<file path="src/rtl/fac_pkg.sv">
// fac_pkg: state encoding and datapath widths shared by the factorial controller
package fac_pkg;
  localparam int OPW  = 64;
  localparam int ACCW = 128;
  typedef enum logic [2:0] {
    IDLE  = 3'd0,
    CHECK = 3'd1,
    REQ   = 3'd2,
    WAIT  = 3'd3,
    DONE  = 3'd4
  } state_t;
endpackage

</file>
<file path="src/rtl/fac_ctrl_if.sv">
// fac_ctrl_if: request/response link between the controller and an external multiplier
interface fac_ctrl_if;
  import fac_pkg::*;
  logic            mul_start;
  logic [OPW-1:0]  mul_a;
  logic [OPW-1:0]  mul_b;
  logic            mul_done;
  logic [ACCW-1:0] mul_result;
  modport master (output mul_start, mul_a, mul_b, input mul_done, mul_result);
  modport slave  (input mul_start, mul_a, mul_b, output mul_done, mul_result);
endinterface

</file>
<file path="src/rtl/fac_ctrl_ns.sv">
// fac_ctrl_ns: next-state and next-datapath function of the factorial controller
module fac_ctrl_ns
  import fac_pkg::*;
(
  input  state_t          state,
  input  logic [OPW-1:0]  k,
  input  logic [ACCW-1:0] acc,
  input  logic            overflow,
  input  logic            op_start,
  input  logic            op_clear,
  input  logic [OPW-1:0]  operand,
  input  logic            mul_done,
  input  logic [ACCW-1:0] mul_result,
  output state_t          state_n,
  output logic [OPW-1:0]  k_n,
  output logic [ACCW-1:0] acc_n,
  output logic            ovf_n
);
  always_comb begin
    state_n = state;
    k_n     = k;
    acc_n   = acc;
    ovf_n   = overflow;
    case (state)
      IDLE: if (op_start) begin
        state_n = CHECK;
        k_n     = operand;
        acc_n   = ACCW'(1);
        ovf_n   = 1'b0;
      end
      CHECK: if (k <= OPW'(1)) state_n = DONE;
      else if (|acc[ACCW-1:OPW]) begin
        ovf_n   = 1'b1;
        state_n = DONE;
      end
      else state_n = REQ;
      REQ: state_n = WAIT;
      WAIT: if (mul_done) begin
        acc_n   = mul_result;
        k_n     = k - OPW'(1);
        state_n = CHECK;
      end
      DONE: state_n = DONE;
      default: state_n = IDLE;
    endcase
    // clear overrides start and any multiplier completion in the same cycle
    if (op_clear) begin
      state_n = IDLE;
      k_n     = '0;
      acc_n   = '0;
      ovf_n   = 1'b0;
    end
  end
endmodule

</file>
<file path="src/rtl/fac_ctrl.sv">
// fac_ctrl: computes N! by iterated requests to an external multiplier
module fac_ctrl
  import fac_pkg::*;
(
  input  logic            clk,
  input  logic            reset_n,
  input  logic            op_start,
  input  logic            op_clear,
  input  logic [OPW-1:0]  operand,
  fac_ctrl_if.master      mul,
  output logic [ACCW-1:0] result,
  output logic            done,
  output logic            busy,
  output logic            overflow,
  output logic [2:0]      state
);
  state_t          cur, nxt;
  logic [OPW-1:0]  k, k_n;
  logic [ACCW-1:0] acc, acc_n;
  logic            ovf_n;
  fac_ctrl_ns u_ns (
    .state(cur), .k(k), .acc(acc), .overflow(overflow),
    .op_start(op_start), .op_clear(op_clear), .operand(operand),
    .mul_done(mul.mul_done), .mul_result(mul.mul_result),
    .state_n(nxt), .k_n(k_n), .acc_n(acc_n), .ovf_n(ovf_n)
  );
  always_ff @(posedge clk) begin
    if (!reset_n) begin
      cur      <= IDLE;
      k        <= '0;
      acc      <= '0;
      overflow <= 1'b0;
    end else begin
      cur      <= nxt;
      k        <= k_n;
      acc      <= acc_n;
      overflow <= ovf_n;
    end
  end
  // acc and k do not change in REQ/WAIT, so operands stay stable until mul_done
  assign mul.mul_start = cur == REQ;
  assign mul.mul_a     = acc[OPW-1:0];
  assign mul.mul_b     = k;
  assign result        = acc;
  assign done          = cur == DONE;
  assign busy          = cur == CHECK || cur == REQ || cur == WAIT;
  assign state         = cur;
endmodule

</file>
<file path="src/flat_wrapper.sv">
// flat-port wrapper written by rule: the top's interface ports become plain ports
module fac_ctrl_flat import fac_pkg::*;
  (clk, reset_n, op_start, op_clear, operand, result, done, busy, overflow, state, mul_mul_start, mul_mul_a, mul_mul_b, mul_mul_done, mul_mul_result);
  fac_ctrl_if mul_i ();
  input  logic clk;
  input  logic reset_n;
  input  logic op_start;
  input  logic op_clear;
  input  logic [OPW-1:0] operand;
  output logic [ACCW-1:0] result;
  output logic done;
  output logic busy;
  output logic overflow;
  output logic [2:0] state;
  output wire logic [$bits(mul_i.mul_start)-1:0] mul_mul_start;
  output wire logic [$bits(mul_i.mul_a)-1:0] mul_mul_a;
  output wire logic [$bits(mul_i.mul_b)-1:0] mul_mul_b;
  input wire logic [$bits(mul_i.mul_done)-1:0] mul_mul_done;
  input wire logic [$bits(mul_i.mul_result)-1:0] mul_mul_result;
  assign mul_mul_start = mul_i.mul_start;
  assign mul_mul_a = mul_i.mul_a;
  assign mul_mul_b = mul_i.mul_b;
  assign mul_i.mul_done = mul_mul_done;
  assign mul_i.mul_result = mul_mul_result;
  fac_ctrl u_core (.clk(clk), .reset_n(reset_n), .op_start(op_start), .op_clear(op_clear), .operand(operand), .mul(mul_i), .result(result), .done(done), .busy(busy), .overflow(overflow), .state(state));
endmodule
</file>
<file path="config.mk">
export PLATFORM = sky130hd
export DESIGN_NAME = fac_ctrl_flat
export DESIGN_NICKNAME = d
export VERILOG_FILES = /design/src/rtl/fac_pkg.sv /design/src/rtl/fac_ctrl_if.sv /design/src/rtl/fac_ctrl_ns.sv /design/src/rtl/fac_ctrl.sv /design/src/flat_wrapper.sv
export SDC_FILE = /design/constraint.sdc
export NUM_CORES = 1
export LEC_CHECK = 0
export ABC_AREA = 1
export CORE_ASPECT_RATIO = 1.75
export CORE_MARGIN = 4
export CORE_UTILIZATION = 30
export CTS_CLUSTER_SIZE = 10
export DETAILED_ROUTE_END_ITERATION = 7
export HOLD_SLACK_MARGIN = 0.08
export PLACE_DENSITY = 0.6
export SYNTH_ARGS = -nofsm -noshare
export SYNTH_HDL_FRONTEND = slang
export SYNTH_SLANG_ARGS = --single-unit
</file>
<file path="constraint.sdc">
create_clock -name clk -period 1.6 [get_ports clk]
set_input_delay 0.24 -clock clk [delete_from_list [all_inputs] [get_ports clk]]
set_output_delay 0.24 -clock clk [all_outputs]
set_load 0.03 [all_outputs]
</file>
* Word-level counts from Yosys, hierarchy flattened
Cells that the tools add are included.
** Operators by class
- $add $sub $neg :: 1
- Magnitude comparators :: 1
- Equality and inequality tests :: 8
- Muxes and demuxes :: 15
- Bitwise operators :: 1
- Reductions and logical operators :: 10
** Operator list (count)
- 128-bit two-way mux :: 2
- 128-bit case mux with 2 select lines :: 1
- 64-bit two-way mux :: 2
- 64-bit case mux with 2 select lines :: 1
- 64-bit by 1-bit <= comparator with 1-bit output (second input constant) :: 1
- 64-bit OR reduction :: 1
- 64-bit by 1-bit subtractor with 64-bit output (second input constant) :: 1
- 3-bit case mux with 5 select lines :: 1
- 3-bit two-way mux :: 4
- 2-bit inequality test (second input constant) :: 4
- 3-bit by 2-bit == test with 1-bit output (second input constant) :: 2
- 4-bit AND reduction :: 1
- 2-bit nonzero test :: 2
- 3-bit by 1-bit == test with 1-bit output (second input constant) :: 1
- 3-bit == test (second input constant) :: 1
- 3-bit zero test :: 1
- 1-bit two-way mux :: 3
- 3-bit AND reduction :: 1
- 1-bit logical OR :: 2
- 1-bit case mux with 2 select lines :: 1
- 2-bit AND reduction :: 1
- 2-bit OR reduction :: 1
- 1-bit NOT :: 1
** Word-level totals
- Register bits after elaboration :: 196
- Input port bits :: 197

* Depth between registers and ports, before layout
Gate-level depths: netlist of the first run.
- Depth in word-level cells :: 4
- Depth in mapped cells :: 11
- Mapped depth without buffers :: 11

* Hierarchy
Synthesis of the first run repeated with hierarchy kept, for this count alone.
** Unflattened totals
- Cell total of the unflattened synthesis :: 2093
- Area, all modules :: 12469.5 um^2
** Modules (own cells, without submodules)
- fac_ctrl_ns :: times used 1, cells an instance 1410, area each 6403.6 um^2
- fac_ctrl :: times used 1, cells an instance 683, area each 6065.8 um^2

* Worst setup path after synthesis of the first run
OpenSTA, ideal clock, no wires.
- Path kind :: register -> register
- Start point :: register u_core.cur[0], in the netlist u_core.state[0]
- End point :: register u_core.acc[46], in the netlist u_core.result[46]
- Setup time :: 132 ps
- Data arrival time :: 1688 ps
- Required time :: 1468 ps
- Path slack :: -221 ps
- Stages on the path, launching flop included :: 9
- Path buffers :: 2
- Cell sequence :: dfxtp_1 -> nand3_2 -> or2_4 -> nand3_4 -> inv_2 -> buf_2 -> buf_2 -> nand3_1 -> a21oi_1
** Between the ends
- Cells in the longest elaborated chain, start to end :: 3
- Elaborated cells between the ends (all ways) :: 7
- Classes of those cells :: eq/ne: 3; mux: 1; reduce/logical: 3
** RTL lines
- start: declaration :: line fac_ctrl.sv:17 : state_t cur, nxt;
- start signal: assignment :: line fac_ctrl.sv:34 : cur <= nxt;
- 3-bit by 2-bit == test with 1-bit output or 3-bit zero test (tied branches) :: line fac_ctrl_ns.sv:24 : case (state)
- 2-bit inequality test (no source line) or 2-bit nonzero test (tied branches)
- 3-bit AND reduction (no source line)
- end signal: assignment :: line fac_ctrl.sv:36 : acc <= acc_n;
- end: declaration :: line fac_ctrl.sv:19 : logic [ACCW-1:0] acc, acc_n;
Several ways; a longest one is shown, not always the timed one.
A chain may end at the register's enable or synchronous reset.

* Worst setup path in the final report of the first run
- Start point :: register u_core.cur[1], in the netlist u_core.state[1]
- End point :: register u_core.k[29], in the netlist u_core.mul.mul_b[29]
** Between the ends
- Cells in the longest elaborated chain, start to end :: 3
- Elaborated cells between the ends (all ways) :: 7
- Classes of those cells :: eq/ne: 3; mux: 1; reduce/logical: 3
** RTL lines
- 3-bit by 2-bit == test with 1-bit output or 3-bit zero test (tied branches) :: line fac_ctrl_ns.sv:24
- 2-bit inequality test (no source line) or 2-bit nonzero test (tied branches)
- 3-bit AND reduction (no source line)
- end signal: assignment :: line fac_ctrl.sv:35 : k <= k_n;
- end: declaration :: line fac_ctrl.sv:18 : logic [OPW-1:0] k, k_n;
Several ways; a longest one is shown, not always the timed one.

==> results of run 1 <==
## worst max-delay path, cell delays in order, from the launching register on
cell and delay [ns]:
dfxtp_4 0.37, nor2_4 0.12, nand2_2 0.08, or2_4 0.25, nand3_4 0.09, buf_6 0.12
buf_12 0.16, inv_16 0.08, buf_16 0.15, o21ai_0 0.08, nand2_1 0.10, a21oi_2 0.12
## cell usage in the layout (no fill, tap or decap), types with 4 or more instances in the layout
cell type,count
o22ai_1,4
nand2_2,48
nor2_2,80
dfxtp_1,156
o21ai_0,29
clkbuf_16,28
buf_12,37
nor2_1,138
inv_2,4
clkdlybuf4s15_2,45
o21ai_1,14
buf_16,17
diode_2,8
clkdlybuf4s50_1,196
dlygate4sd2_1,186
nand2_4,13
nand3_2,34
clkdlybuf4s15_1,13
nand3b_1,6
buf_6,29
o21ai_2,5
buf_4,248
nand2_1,424
a21oi_2,27
nand3_1,158
a211oi_2,5
buf_8,6
inv_1,51
nor2_4,67
dfxtp_2,27
a21oi_1,170
dfxtp_4,13
inv_6,5
nor3_1,5
inv_8,5
## repair_timing
action | CTS | global route
pin swaps | 59 | 79
cloned | 18 | 13
buffers inserted | 27 | 20
setup endpoints to repair | 443 | 225
resized for setup | 596 | 275
## registers in the layout (all words and copies together), names as in the netlist
signal	flops
u_core.mul.mul_b	64
u_core.overflow	1
u_core.result	128
u_core.state	3
## final cells by class
cell class	instances	share of cell area
repair inverters	2	0.00136
well taps	460	0.0284
clock buffers	18	0.0217
diodes	8	0.000987
flip-flops and latches	196	0.198
repair buffers	793	0.397
clock inverters	14	0.00771
inverters	61	0.0131
multi-input cells	1253	0.332
## metal layers
layer	routed length (µm)	vias to the layer above	GRT usage	part of all wire
li1	-	6701	-	-
met2	30700	554	0.504	0.53
met1	20900	6605	0.308	0.36
met3	3880	120	0.0622	0.067
met4	2610	0	0.125	0.045
met5	0	-	0	0
## where the power goes
part	switching [mW]	internal [mW]	total, mW
sequential	0.149	4.96	5.11
combinational	3.12	2.96	6.09
clock	2.36	2.15	4.51
total	5.63	10.1	15.7
## per-stage QoR
stage,area (µm²),cells,hold slack [ns],power [mW],TNS [ns]
after floorplan,10500,1664,0.382,6.93,-0.0117
after global placement,17200,2696,0.439,9.45,-28.79
after detailed placement,17200,2696,0.447,9.46,-35.83
after CTS,19000,2771,0.326,14.9,-17.26
after global routing,20300,2803,0.334,16.3,-32.90
final,20300,2805,0.337,15.7,-21.18
## final timing paths
kind,start,endpoint,slack [ns],cells after the start
min,mul_mul_result[17],u_core.result[17],0.34,3
min reg2reg,u_core.overflow,u_core.overflow,0.46,2
max reg2reg,u_core.state[1],u_core.mul.mul_b[29],-0.21,11
max,u_core.state[1],u_core.mul.mul_b[29],-0.21,11
## cells by family (layout without fill, tap and decap cells)
kind of cell               after synthesis  count (layout)  synth area share
and+or+nand+nor                        986             986             0.385
AOI/OAI and AO/OA                      265             265             0.133
buffers and inverters                  215             888             0.105
DFF                                    196             196             0.375
adders and majority gates                2               2           0.00239
other                                    0               8                 0
==> metrics.txt, run 1 <==
top achievable clock speed 0.553 GHz; CP required roughly 2 ns; clk_lat worst skew around 0.47 ns; CTS root buf clkbuf_16; FP Rows 90; Finish-stage setup viols approximately 200; Final Critical Period 1.81 ns; CTS buffer count 17; drt via density between 4 and 5; synthesized net count 1863; CTS Sinks 196; Pleak 8.83 nW; cell area power density 774 nW/µm²; first-pass GRT wire length 81000 µm; worst vdd ir 0.880 mV; final setup margin -0.210 ns; dpl ws -0.337 ns; initial antenna violation count 5; syn avg cell area 6.29 µm²; Slew @ Worst Pin 0.436 ns; vias in the first global route 13670; DRC 0; full die area 38100 µm²; Post-synth EDFFs 0; distinct cell type count after synthesis 32; H-tree depth 4; largest area contributor in the netlist dfxtp_1; Iter 0 DRT Violations 878; outcome finished, violations left; Setup Skew 0.0124 ns; CP arrival 2.21 ns; buffers added on ports 459; CP Capture Type flop; Area contributors post-synth dfxtp_1, nand2_1, nor2_1, a21oi_1, nand3_1; dpl hpwl 41100 µm; clk buf depth 2; Synth top area share 0.375; Synth Warn # 0; crit-path max FO 13; Slew Viols, Final 0; DR WL/cell 20.7 µm; antenna viol nets, final 0; core area 34500 µm²; Synth Instances 1664; area of the multi-input gates 6740 µm²; synthesized flop and latch total 196; hold buffer count at CTS 0; list of most frequent post-synthesis cells nand2_1, nor2_1, a21oi_1; RSZ-0062 raised after global routing yes; top-count cell post-synth nand2_1; TritonCTS clock tree built; routed wire length 58100 µm; share of cells above drive strength 1 0.332; pin count of the biggest net entering global routing 55; DRT Pass-1 Iters 5; Max-Slew Margin vs Limit 0.710; Clock transition at path regs about 0.090 ns; GR Util All Layers 0.278; Post-synth top flop dfxtp_1; ys async rst share 0; fin nets 2523; WS Path Type reg2reg; Tcrit/Tclk final 1.13; Initial Util 0.304; via count of the routed design roughly 14000; FF/Latch Area roughly 4000 µm²; grt total ovfl 0; fillers 3293; failing checks negative setup slack; crit path launch type flop; MaxCap Viol Count 0; Chip Width 149 µm; die height 255 µm; Seq/Total Area, Yosys 0.375; Boundary Pins 460; GPL Wtd Cong 0.942; Core Util, Final 0.589; Layout area overhead 93.6%; Synth Cell Area 10500 µm²; Hold Crit Class in2reg; Fin. Hold Viols 0
(Power assumes the default switching activity.)
==> inputs of run 2 (changes only) <==
CELL_PAD_IN_SITES_DETAIL_PLACEMENT = 0   (was not set)
CELL_PAD_IN_SITES_GLOBAL_PLACEMENT = 1   (was not set)
CORE_UTILIZATION = 26   (was 30)
PLACE_DENSITY = 0.76   (was 0.6)
==> metrics.txt, run 2 (synthesis gave the netlist of run 1 again) <==
share of cells above drive strength 1 0.421 (+0.0897); Initial Util 0.262 (-0.0416); CTS Sinks 196 (unchanged); Power, Total 16.3 mW (+3.7%); worst vdd ir 0.679 mV (-23%); CTS buffer count 17 (unchanged); Chip Width 160 µm (+7.0%); Finish-stage setup viols 195 (-4.4%); cell area power density 753 nW/µm² (-2.8%); clk_lat worst skew 0.46 ns (about the same); slowest stage cell, crit path dfxtp_4; Slew @ Worst Pin 0.457 ns (+0.0208 ns); drt via density 5.00 (+0.41%); routed wire length 60000 µm (+3.3%); max reg flops 128 (unchanged); hold buffer count at CTS 0 (unchanged); pin count of the biggest net entering global routing 27 (-51%); WS Path Type reg2reg; outcome finished, violations left; Post-DP Area 17300 µm² (+0.68%); MaxCap Viol Count 0 (unchanged); vias in the first global route 14057 (+2.8%); Iter 0 DRT Violations 694 (-21%); CP Cell Sequence nor2_4 > nand2_2 > or2_4 > nand3_4 > buf_12 > buf_12 > inv_16 > clkbuf_16 > nand3_1 > a21oi_1; full die area 43700 µm² (+15%); CP Capture Type flop; Tcrit/Tclk final 1.10 (-0.0274); H-tree depth 4 (unchanged); Pleak 9.25 nW (+4.7%); via count of the routed design 14293 (+2.2%); top achievable clock speed 0.566 GHz (+2.5%); CP peak stage delay 0.37 ns (about the same); FP Rows 97 (+7.8%); Layout area overhead 106%; fin nets 2545 (+0.87%); final instance area 21600 µm² (+6.6%); initial antenna violation count 3 (-2); Final Critical Period 1.77 ns (-0.0438 ns); Hold Crit Class in2reg; Fin. Hold Viols 0 (unchanged); commonest cells after routing, fill and taps aside nand2_1, buf_4, clkdlybuf4s50_1; Setup Skew 0.0119 ns (-0.000467 ns); crit path launch type flop; die height 273 µm (+7.2%); failing checks negative setup slack; crit-path max FO 14 (+1); Clock transition at path regs 0.09 ns (about the same); GPL Wtd Cong 0.955 (+1.4%); core area 39900 µm² (+16%); CP required 1.97 ns (-0.03 ns); DRC 0 (unchanged); TritonCTS clock tree built; CTS root buf clkbuf_16; Slew Viols, Final 0 (unchanged); grt total ovfl 0 (unchanged); dpl hpwl 42000 µm (+2.1%); Boundary Pins 460 (unchanged); CP arrival 2.14 ns (-0.07 ns); first-pass GRT wire length 83300 µm (+2.8%); RSZ-0062 raised after global routing yes; GR Util All Layers 0.248 (-0.0303); DRT Pass-1 Iters 6 (+1); dpl ws -0.242 ns (+0.0948 ns); antenna viol nets, final 0 (unchanged); final setup margin -0.166 ns (+0.0438 ns); Core Util, Final 0.541 (-0.0471); DR WL/cell 21.0 µm (+1.5%); Max-Slew Margin vs Limit 0.696 (-0.0138); most used cell, CP buf_12; commonest non-fill, non-tap cell in the layout nand2_1; clk buf depth 2 (unchanged); hold_ws 0.332 ns (-0.00509 ns); buffers added on ports 459 (unchanged)
## run 2: changes by cell type in the layout (fill, tap and decap cells not counted), moves of 10 or more
cell           before  now
nand2_4            13   28
o21ai_2             5   15
nand2_1           424  356
buf_8               6   18
nor2_2             80   61
o21ai_0            29   15
nand2_2            48  100
nor2_1            138  152
nand3_1           158  115
a21oi_2            27   85
a21oi_1           170  108
dlygate4sd2_1     186  171
nand3_2            34   73
## run 2: repair_timing
action | CTS | global route
buffers inserted | 33 | 24
gates cloned | 20 | 16
pin swaps | 96 | 154
hold endpoints to repair | 0 | 0
setup endpoints to repair | 442 | 235
gates resized for setup | 699 | 456
## run 2: per-layer routing
| layer | vias up | share of wire | GRT usage |
|---|---|---|---|
| li1 | 6751 | - | - |
| met1 | 6789 | 0.35 | 0.259 |
| met2 | 599 | 0.53 | 0.466 |
| met3 | 150 | 0.067 | 0.0598 |
| met4 | 4 | 0.051 | 0.109 |
| met5 | - | 0.00045 | 0 |
## run 2: cell type report
cell class	instances	area, µm²
antenna	2	5.00
clock buffer	18	439
clock inverter	14	169
fill	3748	18300
inverter	61	265
multi-input combinational	1253	7590
sequential	196	4020
tap	495	619
timing repair buffer	815	8470
timing repair inverter	2	40.0
## run 2: through the flow
step	TNS (ns)	cells
finish	-19.10	2856
global route	-32.49	2855
CTS	-11.80	2819
detailed placement	-33.63	2736
global placement	-31.75	2736
floorplan	-0.0117	1664
## run 2: final timing paths
check	startpoint	cells past startpoint	endpoint	slack [ns]
worst max register to register	u_core.state[1]	10	u_core.result[56]	-0.17
worst min register to register	u_core.overflow	2	u_core.overflow	0.47
worst max-delay path	u_core.state[1]	10	u_core.result[56]	-0.17
worst min-delay path	mul_mul_result[58]	3	u_core.result[58]	0.33
## run 2: worst max-delay path, delay by kind of cell (launching register included)
family / cells / cell delay, ns
buf+inv: 4 / 0.56
compound gates: 1 / 0.06
flops: 1 / 0.37
simple gates: 5 / 0.66
## run 2: report_power, final
part           internal, mW  total, mW  switching [mW]
Sequential             4.96       5.10           0.140
Clock                  2.18       4.62            2.44
Combinational          3.20       6.57            3.36
Total                  10.3       16.3            5.94
==> inputs of run 3 (changes only) <==
GPL_ROUTABILITY_DRIVEN = 1   (was not set)
==> results of run 3 <==
No change in the layout: final DEF, timing and power equal those of run 2.
